==> config.mk <==
export PLATFORM = sky130hd
export DESIGN_NAME = renkon_linebuf_flat
export DESIGN_NICKNAME = d
export VERILOG_FILES = /design/src/rtl/renkon_linebuf_if.sv /design/src/rtl/renkon_linebuf.sv /design/src/flat_wrapper.sv
export SDC_FILE = /design/constraint.sdc
export NUM_CORES = 2
export LEC_CHECK = 0
export ABC_AREA = 1
export BUFFER_PORTS_ARGS = -buffer_cell sky130_fd_sc_hd__buf_2
export CAP_MARGIN = 20
export CELL_PAD_IN_SITES_DETAIL_PLACEMENT = 1
export CELL_PAD_IN_SITES_GLOBAL_PLACEMENT = 1
export CORE_MARGIN = 2
export CORE_UTILIZATION = 40
export CTS_CLUSTER_SIZE = 25
export DETAILED_ROUTE_END_ITERATION = 6
export GPL_TIMING_DRIVEN = 0
export MAX_ROUTING_LAYER = met4
export PLACE_DENSITY = 0.65
export SYNTH_ARGS = -nofsm -noshare
export SYNTH_HDL_FRONTEND = slang
export SYNTH_SLANG_ARGS = --single-unit
export TNS_END_PERCENT = 20
==> constraint.sdc <==
create_clock -name clk -period 21.5 [get_ports clk]
set_input_delay 4.3 -clock clk [delete_from_list [all_inputs] [get_ports clk]]
set_output_delay 4.3 -clock clk [all_outputs]
set_load 0.01 [all_outputs]
==> src/rtl/renkon_linebuf_if.sv <==
// Pixel-stream-in / 5x5-window-out bundle between the renkon controller and renkon_linebuf.
// master = controller side (drives the stream), slave = line buffer side.
interface renkon_linebuf_if #(
  parameter int DWIDTH = 16,
  parameter int LWIDTH = 10
);
  logic [LWIDTH-1:0]        img_size;
  logic                     buf_en;
  logic signed [DWIDTH-1:0] pixel_in;
  logic signed [DWIDTH-1:0] pixel0,  pixel1,  pixel2,  pixel3,  pixel4;
  logic signed [DWIDTH-1:0] pixel5,  pixel6,  pixel7,  pixel8,  pixel9;
  logic signed [DWIDTH-1:0] pixel10, pixel11, pixel12, pixel13, pixel14;
  logic signed [DWIDTH-1:0] pixel15, pixel16, pixel17, pixel18, pixel19;
  logic signed [DWIDTH-1:0] pixel20, pixel21, pixel22, pixel23, pixel24;
  logic                     win_valid;
  logic                     frame_end;

  modport master (
    output img_size, buf_en, pixel_in,
    input  pixel0,  pixel1,  pixel2,  pixel3,  pixel4,
    input  pixel5,  pixel6,  pixel7,  pixel8,  pixel9,
    input  pixel10, pixel11, pixel12, pixel13, pixel14,
    input  pixel15, pixel16, pixel17, pixel18, pixel19,
    input  pixel20, pixel21, pixel22, pixel23, pixel24,
    input  win_valid, frame_end
  );

  modport slave (
    input  img_size, buf_en, pixel_in,
    output pixel0,  pixel1,  pixel2,  pixel3,  pixel4,
    output pixel5,  pixel6,  pixel7,  pixel8,  pixel9,
    output pixel10, pixel11, pixel12, pixel13, pixel14,
    output pixel15, pixel16, pixel17, pixel18, pixel19,
    output pixel20, pixel21, pixel22, pixel23, pixel24,
    output win_valid, frame_end
  );
endinterface

==> src/rtl/renkon_linebuf.sv <==
// Four-line buffer and 5x5 sliding window in front of the renkon conv stage.
// Build option RENKON_LINEBUF_ZERO_PAD_EN: zero-padded "same" window stream with end-of-frame flush.
module renkon_linebuf #(
  parameter int DWIDTH = 16,
  parameter int LWIDTH = 10,
  parameter int MAXW   = 32,
  parameter int FSIZE  = 5
) (
  input  logic            clk,
  input  logic            xrst,
  renkon_linebuf_if.slave bus
);

  localparam int AW    = (MAXW > 1) ? $clog2(MAXW) : 1;
  localparam int NTAP  = FSIZE * FSIZE;
  localparam int NLINE = FSIZE - 1;

  logic [LWIDTH-1:0]        col_reg, col_next;
  logic [LWIDTH-1:0]        row_reg, row_next;
  logic [LWIDTH-1:0]        size_reg, size_next;
  logic [LWIDTH-1:0]        size_cur;
  logic                     last_col, last_row;
  logic                     advance;
  logic                     wrap_frame;
  logic signed [DWIDTH-1:0] px_push;
  logic                     win_valid_reg, win_valid_next;
  logic                     frame_end_reg, frame_end_next;

  logic [NLINE*DWIDTH-1:0]  line_mem [MAXW];
  logic [NLINE*DWIDTH-1:0]  line_rd_reg;
  logic [AW-1:0]            rd_addr;
  logic                     mem_we;

  logic signed [DWIDTH-1:0] new_col  [FSIZE];
  logic signed [DWIDTH-1:0] win_reg  [NTAP];
  logic signed [DWIDTH-1:0] win_next [NTAP];
  logic signed [DWIDTH-1:0] tap      [NTAP];

  // The size in force for this pixel: a frame's first pixel takes img_size live.
  assign size_cur = (col_reg == '0 && row_reg == '0) ? bus.img_size : size_reg;
  assign last_col = (col_reg == size_cur - 1'b1);
  assign last_row = (row_reg == size_cur - 1'b1);

  always_comb begin
    col_next  = col_reg;
    row_next  = row_reg;
    size_next = size_reg;
    if (advance) begin
      size_next = size_cur;
      if (wrap_frame) begin
        col_next = '0;
        row_next = '0;
      end else if (last_col) begin
        col_next = '0;
        row_next = row_reg + 1'b1;
      end else begin
        col_next = col_reg + 1'b1;
      end
    end
  end

  always_ff @(posedge clk) begin
    if (xrst) begin
      col_reg       <= '0;
      row_reg       <= '0;
      size_reg      <= '0;
      win_valid_reg <= 1'b0;
      frame_end_reg <= 1'b0;
    end else begin
      col_reg       <= col_next;
      row_reg       <= row_next;
      size_reg      <= size_next;
      win_valid_reg <= win_valid_next;
      frame_end_reg <= frame_end_next;
    end
  end

  // Line memory is read one cycle ahead at the next column so the registered
  // read already holds L3..L0[col] when that column's pixel is accepted.
  assign mem_we  = advance && !xrst;
  assign rd_addr = xrst ? '0 : col_next[AW-1:0];

  always_ff @(posedge clk) begin
    if (mem_we) begin
      line_mem[col_reg[AW-1:0]] <= {line_rd_reg[(NLINE-1)*DWIDTH-1:0], px_push};
    end
    line_rd_reg <= line_mem[rd_addr];
  end

  genvar gi;
  generate
    for (gi = 0; gi < NLINE; gi++) begin : g_new_col
      assign new_col[gi] = line_rd_reg[(NLINE-gi)*DWIDTH-1 -: DWIDTH];
    end
    assign new_col[NLINE] = px_push;

    for (gi = 0; gi < NTAP; gi++) begin : g_shift
      if ((gi % FSIZE) == FSIZE - 1) begin : g_in
        assign win_next[gi] = new_col[gi / FSIZE];
      end else begin : g_mv
        assign win_next[gi] = win_reg[gi + 1];
      end
    end
  endgenerate

  always_ff @(posedge clk) begin
    if (xrst) begin
      for (int i = 0; i < NTAP; i++) win_reg[i] <= '0;
    end else if (advance) begin
      for (int i = 0; i < NTAP; i++) win_reg[i] <= win_next[i];
    end
  end

`ifdef RENKON_LINEBUF_ZERO_PAD_EN
  typedef enum logic {ST_RUN, ST_FLUSH} state_t;

  state_t                   state_reg, state_next;
  logic                     flush_last;
  logic                     col_lo;
  logic                     emit;
  logic [FSIZE-1:0]         row_ok, col_ok;
  logic signed [DWIDTH-1:0] tap_mask [NTAP];
  logic signed [DWIDTH-1:0] tap_reg  [NTAP];

  // Flush continues the raster with zero pixels through rows size..size+1 and
  // two columns of row size+2, which lets the last 2*size+2 centres complete.
  assign flush_last = (row_reg >= size_reg + LWIDTH'(2)) &&
                      ((col_reg == LWIDTH'(1)) || last_col);

  always_ff @(posedge clk) begin
    if (xrst) state_reg <= ST_RUN;
    else      state_reg <= state_next;
  end

  always_comb begin
    state_next     = state_reg;
    advance        = bus.buf_en;
    px_push        = bus.pixel_in;
    wrap_frame     = 1'b0;
    frame_end_next = 1'b0;
    case (state_reg)
      ST_RUN: begin
        if (advance && last_col && last_row) state_next = ST_FLUSH;
      end
      ST_FLUSH: begin
        advance = 1'b1;
        px_push = '0;
        if (flush_last) begin
          wrap_frame     = 1'b1;
          frame_end_next = 1'b1;
          state_next     = ST_RUN;
        end
      end
    endcase
  end

  // Window centre lags the raster position by 2 rows + 2 pixels; at col 0/1
  // the window still holds the previous row's tail, one row higher.
  assign col_lo         = (col_reg < LWIDTH'(2));
  assign emit           = advance && ((row_reg > LWIDTH'(2)) ||
                                      ((row_reg == LWIDTH'(2)) && !col_lo));
  assign win_valid_next = emit;

  generate
    for (gi = 0; gi < FSIZE; gi++) begin : g_mask
      assign row_ok[gi] = (row_reg + LWIDTH'(gi)) >=
                          (col_lo ? LWIDTH'(FSIZE) : LWIDTH'(NLINE));
      assign col_ok[gi] = col_lo ? ((col_reg + LWIDTH'(gi)) <  LWIDTH'(NLINE))
                                 : ((col_reg + LWIDTH'(gi)) >= LWIDTH'(NLINE));
    end
    for (gi = 0; gi < NTAP; gi++) begin : g_tap
      assign tap_mask[gi] = (row_ok[gi / FSIZE] && col_ok[gi % FSIZE]) ? win_next[gi] : '0;
      assign tap[gi]      = tap_reg[gi];
    end
  endgenerate

  always_ff @(posedge clk) begin
    if (xrst) begin
      for (int i = 0; i < NTAP; i++) tap_reg[i] <= '0;
    end else if (advance) begin
      for (int i = 0; i < NTAP; i++) tap_reg[i] <= tap_mask[i];
    end
  end
`else
  assign advance    = bus.buf_en;
  assign px_push    = bus.pixel_in;
  assign wrap_frame = last_col && last_row;

  // Only fully in-image windows: the newest pixel must be at row>=4 and col>=4.
  assign win_valid_next = advance && (row_reg >= LWIDTH'(NLINE)) && (col_reg >= LWIDTH'(NLINE));
  assign frame_end_next = advance && wrap_frame;

  generate
    for (gi = 0; gi < NTAP; gi++) begin : g_tap
      assign tap[gi] = win_reg[gi];
    end
  endgenerate
`endif

  assign bus.win_valid = win_valid_reg;
  assign bus.frame_end = frame_end_reg;

  assign bus.pixel0  = tap[0];
  assign bus.pixel1  = tap[1];
  assign bus.pixel2  = tap[2];
  assign bus.pixel3  = tap[3];
  assign bus.pixel4  = tap[4];
  assign bus.pixel5  = tap[5];
  assign bus.pixel6  = tap[6];
  assign bus.pixel7  = tap[7];
  assign bus.pixel8  = tap[8];
  assign bus.pixel9  = tap[9];
  assign bus.pixel10 = tap[10];
  assign bus.pixel11 = tap[11];
  assign bus.pixel12 = tap[12];
  assign bus.pixel13 = tap[13];
  assign bus.pixel14 = tap[14];
  assign bus.pixel15 = tap[15];
  assign bus.pixel16 = tap[16];
  assign bus.pixel17 = tap[17];
  assign bus.pixel18 = tap[18];
  assign bus.pixel19 = tap[19];
  assign bus.pixel20 = tap[20];
  assign bus.pixel21 = tap[21];
  assign bus.pixel22 = tap[22];
  assign bus.pixel23 = tap[23];
  assign bus.pixel24 = tap[24];

endmodule
==> src/flat_wrapper.sv <==
// flat-port wrapper written by rule: the top's interface ports become plain ports
module renkon_linebuf_flat 
#(
  parameter int DWIDTH = 16,
  parameter int LWIDTH = 10,
  parameter int MAXW   = 32,
  parameter int FSIZE  = 5
)
  (clk, xrst, bus_img_size, bus_buf_en, bus_pixel_in, bus_pixel0, bus_pixel1, bus_pixel2, bus_pixel3, bus_pixel4, bus_pixel5, bus_pixel6, bus_pixel7, bus_pixel8, bus_pixel9, bus_pixel10, bus_pixel11, bus_pixel12, bus_pixel13, bus_pixel14, bus_pixel15, bus_pixel16, bus_pixel17, bus_pixel18, bus_pixel19, bus_pixel20, bus_pixel21, bus_pixel22, bus_pixel23, bus_pixel24, bus_win_valid, bus_frame_end);
  renkon_linebuf_if #(.DWIDTH(DWIDTH), .LWIDTH(LWIDTH)) bus_i ();
  input  logic clk;
  input  logic xrst;
  input wire logic [$bits(bus_i.img_size)-1:0] bus_img_size;
  input wire logic [$bits(bus_i.buf_en)-1:0] bus_buf_en;
  input wire logic [$bits(bus_i.pixel_in)-1:0] bus_pixel_in;
  output wire logic [$bits(bus_i.pixel0)-1:0] bus_pixel0;
  output wire logic [$bits(bus_i.pixel1)-1:0] bus_pixel1;
  output wire logic [$bits(bus_i.pixel2)-1:0] bus_pixel2;
  output wire logic [$bits(bus_i.pixel3)-1:0] bus_pixel3;
  output wire logic [$bits(bus_i.pixel4)-1:0] bus_pixel4;
  output wire logic [$bits(bus_i.pixel5)-1:0] bus_pixel5;
  output wire logic [$bits(bus_i.pixel6)-1:0] bus_pixel6;
  output wire logic [$bits(bus_i.pixel7)-1:0] bus_pixel7;
  output wire logic [$bits(bus_i.pixel8)-1:0] bus_pixel8;
  output wire logic [$bits(bus_i.pixel9)-1:0] bus_pixel9;
  output wire logic [$bits(bus_i.pixel10)-1:0] bus_pixel10;
  output wire logic [$bits(bus_i.pixel11)-1:0] bus_pixel11;
  output wire logic [$bits(bus_i.pixel12)-1:0] bus_pixel12;
  output wire logic [$bits(bus_i.pixel13)-1:0] bus_pixel13;
  output wire logic [$bits(bus_i.pixel14)-1:0] bus_pixel14;
  output wire logic [$bits(bus_i.pixel15)-1:0] bus_pixel15;
  output wire logic [$bits(bus_i.pixel16)-1:0] bus_pixel16;
  output wire logic [$bits(bus_i.pixel17)-1:0] bus_pixel17;
  output wire logic [$bits(bus_i.pixel18)-1:0] bus_pixel18;
  output wire logic [$bits(bus_i.pixel19)-1:0] bus_pixel19;
  output wire logic [$bits(bus_i.pixel20)-1:0] bus_pixel20;
  output wire logic [$bits(bus_i.pixel21)-1:0] bus_pixel21;
  output wire logic [$bits(bus_i.pixel22)-1:0] bus_pixel22;
  output wire logic [$bits(bus_i.pixel23)-1:0] bus_pixel23;
  output wire logic [$bits(bus_i.pixel24)-1:0] bus_pixel24;
  output wire logic [$bits(bus_i.win_valid)-1:0] bus_win_valid;
  output wire logic [$bits(bus_i.frame_end)-1:0] bus_frame_end;
  assign bus_i.img_size = bus_img_size;
  assign bus_i.buf_en = bus_buf_en;
  assign bus_i.pixel_in = bus_pixel_in;
  assign bus_pixel0 = bus_i.pixel0;
  assign bus_pixel1 = bus_i.pixel1;
  assign bus_pixel2 = bus_i.pixel2;
  assign bus_pixel3 = bus_i.pixel3;
  assign bus_pixel4 = bus_i.pixel4;
  assign bus_pixel5 = bus_i.pixel5;
  assign bus_pixel6 = bus_i.pixel6;
  assign bus_pixel7 = bus_i.pixel7;
  assign bus_pixel8 = bus_i.pixel8;
  assign bus_pixel9 = bus_i.pixel9;
  assign bus_pixel10 = bus_i.pixel10;
  assign bus_pixel11 = bus_i.pixel11;
  assign bus_pixel12 = bus_i.pixel12;
  assign bus_pixel13 = bus_i.pixel13;
  assign bus_pixel14 = bus_i.pixel14;
  assign bus_pixel15 = bus_i.pixel15;
  assign bus_pixel16 = bus_i.pixel16;
  assign bus_pixel17 = bus_i.pixel17;
  assign bus_pixel18 = bus_i.pixel18;
  assign bus_pixel19 = bus_i.pixel19;
  assign bus_pixel20 = bus_i.pixel20;
  assign bus_pixel21 = bus_i.pixel21;
  assign bus_pixel22 = bus_i.pixel22;
  assign bus_pixel23 = bus_i.pixel23;
  assign bus_pixel24 = bus_i.pixel24;
  assign bus_win_valid = bus_i.win_valid;
  assign bus_frame_end = bus_i.frame_end;
  renkon_linebuf #(.DWIDTH(DWIDTH), .LWIDTH(LWIDTH), .MAXW(MAXW), .FSIZE(FSIZE)) u_core (.clk(clk), .xrst(xrst), .bus(bus_i));
endmodule
# [Yosys cells after proc, flatten, opt, wreduce, memory -nomap -nowiden]
# Memories as Yosys holds them, arrays and structs flattened. A register that Yosys moved wholly into a read port is not among the register bits.
# Cells that the tools add are included.
[totals] memories=2 register_bits=32 mem_bits_rw=2448 inputBits=29 word_cells=90
[mem_list] name="u_core.line_mem" depth=32 width=64 read_ports=1 rd_clocked_by_memory_dff=1 wr=1 line_no="renkon_linebuf.sv:29" text="logic [NLINE*DWIDTH-1:0] line_mem [MAXW];"
[mem_list] name="u_core.win_reg" depth=25 width=16 read_ports=25 rd_clocked_by_memory_dff=0 wr=25 line_no="renkon_linebuf.sv:35" text="logic signed [DWIDTH-1:0] win_reg [NTAP];"
[op_classes] reduce_logical=11 n_mux=39 n_eq_ne=2 bitwise=25 n_lt_le_gt_ge=2 add_sub_neg=3
[op_table] cell="two-way mux 16 bit" count=25
[op_table] cell="two-way mux 10 bit" count=5
[op_table] cell="OR 1 bit" count=25
[op_table] cell="adder 10 x 1 -> 10 bit, second input constant" count=2
[op_table] cell="== test 10 bit" count=2
[op_table] cell=">= comparator 10 x 3 -> 1 bit, second input constant" count=2
[op_table] cell="zero test 10 bit" count=2
[op_table] cell="two-way mux 5 bit" count=2
[op_table] cell="subtractor 10 x 1 -> 10 bit, second input constant" count=1
[op_table] cell="two-way mux 1 bit" count=7
[op_table] cell="logical AND 1 bit" count=6
[op_table] cell="AND reduction 2 bit" count=1
[op_table] cell="nonzero test 2 bit" count=1
[op_table] cell="zero test 1 bit" count=1

# [Logic depth before layout (Yosys ltp)]
[depth] ltp_word=9 ltp_mapped=34 mapped_depth_nobuf=31

# [Least setup slack after synthesis]
# Ideal clock, no wire load.
[synth_timing] path_type="input-to-reg" from="in xrst" to="mem u_core.win_reg[0][0] (enable)" stages=4 n_path_buf=2 arrival_time_ps=15742 setup_slack_ps=4837 setup_time_ps=921 cell_sequence="clkbuf_1 > nor2_1 > inv_1 > clkbuf_1"
[synth_lines] element="start: declaration" line_no="flat_wrapper.sv:12" text="input logic xrst;"
[synth_lines] element="end: declaration" line_no="renkon_linebuf.sv:35"

# [Worst setup path after layout]
[layout_timing] from="in xrst" to="reg u_core.line_rd_reg[46] (read register of u_core.line_mem)"
[layout_between] elab_chain_len=1
[layout_lines] element="two-way mux 5 bit" line_no="renkon_linebuf.sv:81" text="assign rd_addr = xrst ? '0 : col_next[AW-1:0];"
[layout_lines] element="end: declaration" line_no="renkon_linebuf.sv:30" text="logic [NLINE*DWIDTH-1:0] line_rd_reg;"
# No other way between the ends.
# A chain may end at the register's enable or synchronous reset.

==> reports/results.ini <==
[setup_path]
crit_required_ns=22.39
cp_max_fo=10
cp.arrival_ns=9.17
reg2regPathDepth=28
startpoint_type=input port
path_class=in -> reg
crit_path_end_kind=register
ff2ff_setup_slack_ns=15.50

[global_route]
track_usage_pct=33.25
grt_pass1_vias=78020
antenna_found_initial=44
grt_pass1_wl_microns=600300
grt_max_degree=67
overflow=0

[placed_design]
portBuffers=430
dpl.hpwl_microns=300300
gp_congestion=0.8937

[synth]
syn_area_sq_mm=0.1037
synth_cell_types=41
synthSimpleGateAreaFrac_pct=21.11
synthMuxAreaShare_pct=0
syn_inst=8598
synth_compound_area_share_pct=0.2354
synth_fa_ha_area_share_pct=0.08448
synthesis.nets=8634
ys_seq_area_share_pct=72.76
synth_xor_area_share_pct=0.1171
ys.warnings.count=0
synth_top_family_by_area=simple AND/OR/NAND/NOR gates
syn_avg_cell_area_sq_um=12.06
ys_ff_latch=2544

[finish]
layout_common_cells=nand3_1, edfxtp_1, nand2_1
layout_commonest_cell=nand3_1
drive_gt1_share_pct=15.14
n_fill_cell=26870
multi_input_area_sq_mm=0.02258
final_nets=9507
regArea_sq_mm=0.07547
area_delta_synth_final_pct=18.06
largest_register_ffs=2048

[clocking]
cts_tree=yes
clkSinkCount=2544
holdBufCountCts=0
cts_buffers=286
clkSlewWorstSetupHoldPaths_ns=0.06
cts_buffer_depth=4
cts_resized=0
htree_num_levels=5
post_cts_buffers=0
insertion_delay_ns=0.99
cts-root-buf=clkbuf_16

[worst_hold_path]
whs_path_depth=2
hp-class=reg -> reg

[sta]
worst_pin_slew_ns=1.176
maxSlewHeadroom_pct=21.59
max_freq_ghz=0.1208
slew_viol_final=0
hold_viol=0
worst_hold_slack_ns=0.4673
setup-violations-final=0
period_needed_ns=8.277
skew_ns=0.07347
layout_worst_path_cycle_share_pct=38.50
rsz0062_at_grt=false

[route]
first_iter_violations=11540
totalWireLength_microns=434200
num_vias=78510
drtPass1Iterations=6
ant_nets=0
via_per_inst=5.993
drc=0
avgRoutedWirePerCell_microns=33.14

[floorplanning]
start_util_pct=40.28
dieArea_sq_mm=0.2633
rows=186
fp.coreArea_sq_mm=0.2574
ios=431
die_x_microns=513.1
die_h_microns=513.1

[pwr]
power_leakage_uw=0.04572
power_uw=11700
peakVddDrop_mv=0.09845
power_density_mw_per_mm2=95.56

[flow_run]
cap_violations=0

[status]
outcome=finished, final reports clean

==> cell usage after synthesis <==
cell type  count  share of area [%]
ha_1           7              0.084
nand2_2       26               0.16
clkbuf_1     197               0.71
nand3_1     2817                 14
nand2_4        5              0.054
nor2_2         8              0.048
o22ai_1        9              0.054
buf_8         20               0.29
clkbuf_4       3              0.022
a31oi_1        1             0.0060
nor4_1         2              0.012
buf_6         61               0.66
a32oi_1        1             0.0085
o21ai_0       11              0.053
nand4_1       15              0.091
buf_4         97               0.70
clkbuf_8       1              0.013
a21oi_1        9              0.043
inv_1        605                2.2
nor2_4         3              0.033
and2_1         1             0.0060
o211ai_1       1             0.0072
xnor2_1        2              0.017
xor2_2         1              0.016
nor3b_1        2              0.014
inv_2          6              0.022
nand2_1     1375                5.0
a21oi_4        1              0.016
buf_12         1              0.019
o21ai_2        3              0.025
buf_2        210                1.0
dfxtp_1       96                1.9
buf_1         11              0.040
o31ai_1        1             0.0072
o21ai_1        3              0.014
nand3_2        4              0.039
edfxtp_1    2448                 71
nor2_1       467                1.7
xor2_1        10              0.084
nor3_1        10              0.048
nand3b_1      47               0.34
==> final cells by class <==
| cell class | count | share of cell area, % |
|---|---|---|
| sequential | 2544 | 61.67 |
| multi-input combinational | 4842 | 18.45 |
| clock buffer | 390 | 6.457 |
| timing repair buffer | 585 | 4.494 |
| tap | 3384 | 3.459 |
| buffer | 601 | 2.954 |
| inverter | 611 | 1.874 |
| clock inverter | 97 | 0.5531 |
| antenna | 46 | 0.09405 |
==> cells by family (layout without fill, tap and decap cells) <==
logic type | after synthesis | in the layout
AOI/OAI and AO/OA | 40 | 40
xor gates and xnor gates | 13 | 13
adders and majority gates | 7 | 7
buffers and inverters | 1212 | 2284
DFF | 2544 | 2544
other | 0 | 46
and+or+nand+nor | 4782 | 4782
==> worst max-delay path, cell delays in order <==
cell	delay [ns]
buf_2	0.13
clkbuf_1	0.49
nor2_1	0.28
nand2_2	0.31
clkbuf_1	0.91
clkbuf_2	0.89
clkbuf_1	0.68
nand3_1	0.16
nand3_1	0.12
nand3_1	0.08
nand3_1	0.18
nand3_1	0.39
nand2_1	0.21
==> worst paths after layout <==
path / start / end
worst max-delay path: xrst / u_core.line_rd_reg[46]
worst min-delay path: u_core.size_reg[9] / u_core.size_reg[9]
worst max register to register: u_core.col_reg[1] / u_core.line_rd_reg[39]
worst min register to register: u_core.size_reg[9] / u_core.size_reg[9]
==> per-stage QoR <==
step	setup WS (ns)	area, sq um	util [%]	setup TNS, ns	cells
6_report	13.22	122400	47.55	0	13100
5_1_grt	13.32	122400	47.54	0	13090
4_1_cts	13.49	122300	47.51	0	13050
3_5_place_dp	12.54	113700	44.17	0	12570
3_3_place_gp	-0.3613	110100	42.76	-101.34	12410
2_1_floorplan	4.837	103700	-	0	8598
==> routing by layer <==
metal  vias up  wire, microns  global-route usage, %
met5         -              0                      -
met4         0          22770                  15.65
met3      1000          51790                  8.516
met2      5153         192600                  49.12
met1     40150         167000                  42.88
li1      32200              -                      -
==> report_power, final <==
group | internal, uW | total, uW | leakage, uW | switching (uW)
Combinational | 310 | 1160 | 0.0179 | 846
Sequential | 5670 | 5880 | 0.0237 | 209
Clock | 2670 | 4660 | 0.00419 | 2000
Power figures use the tool's default switching activity.
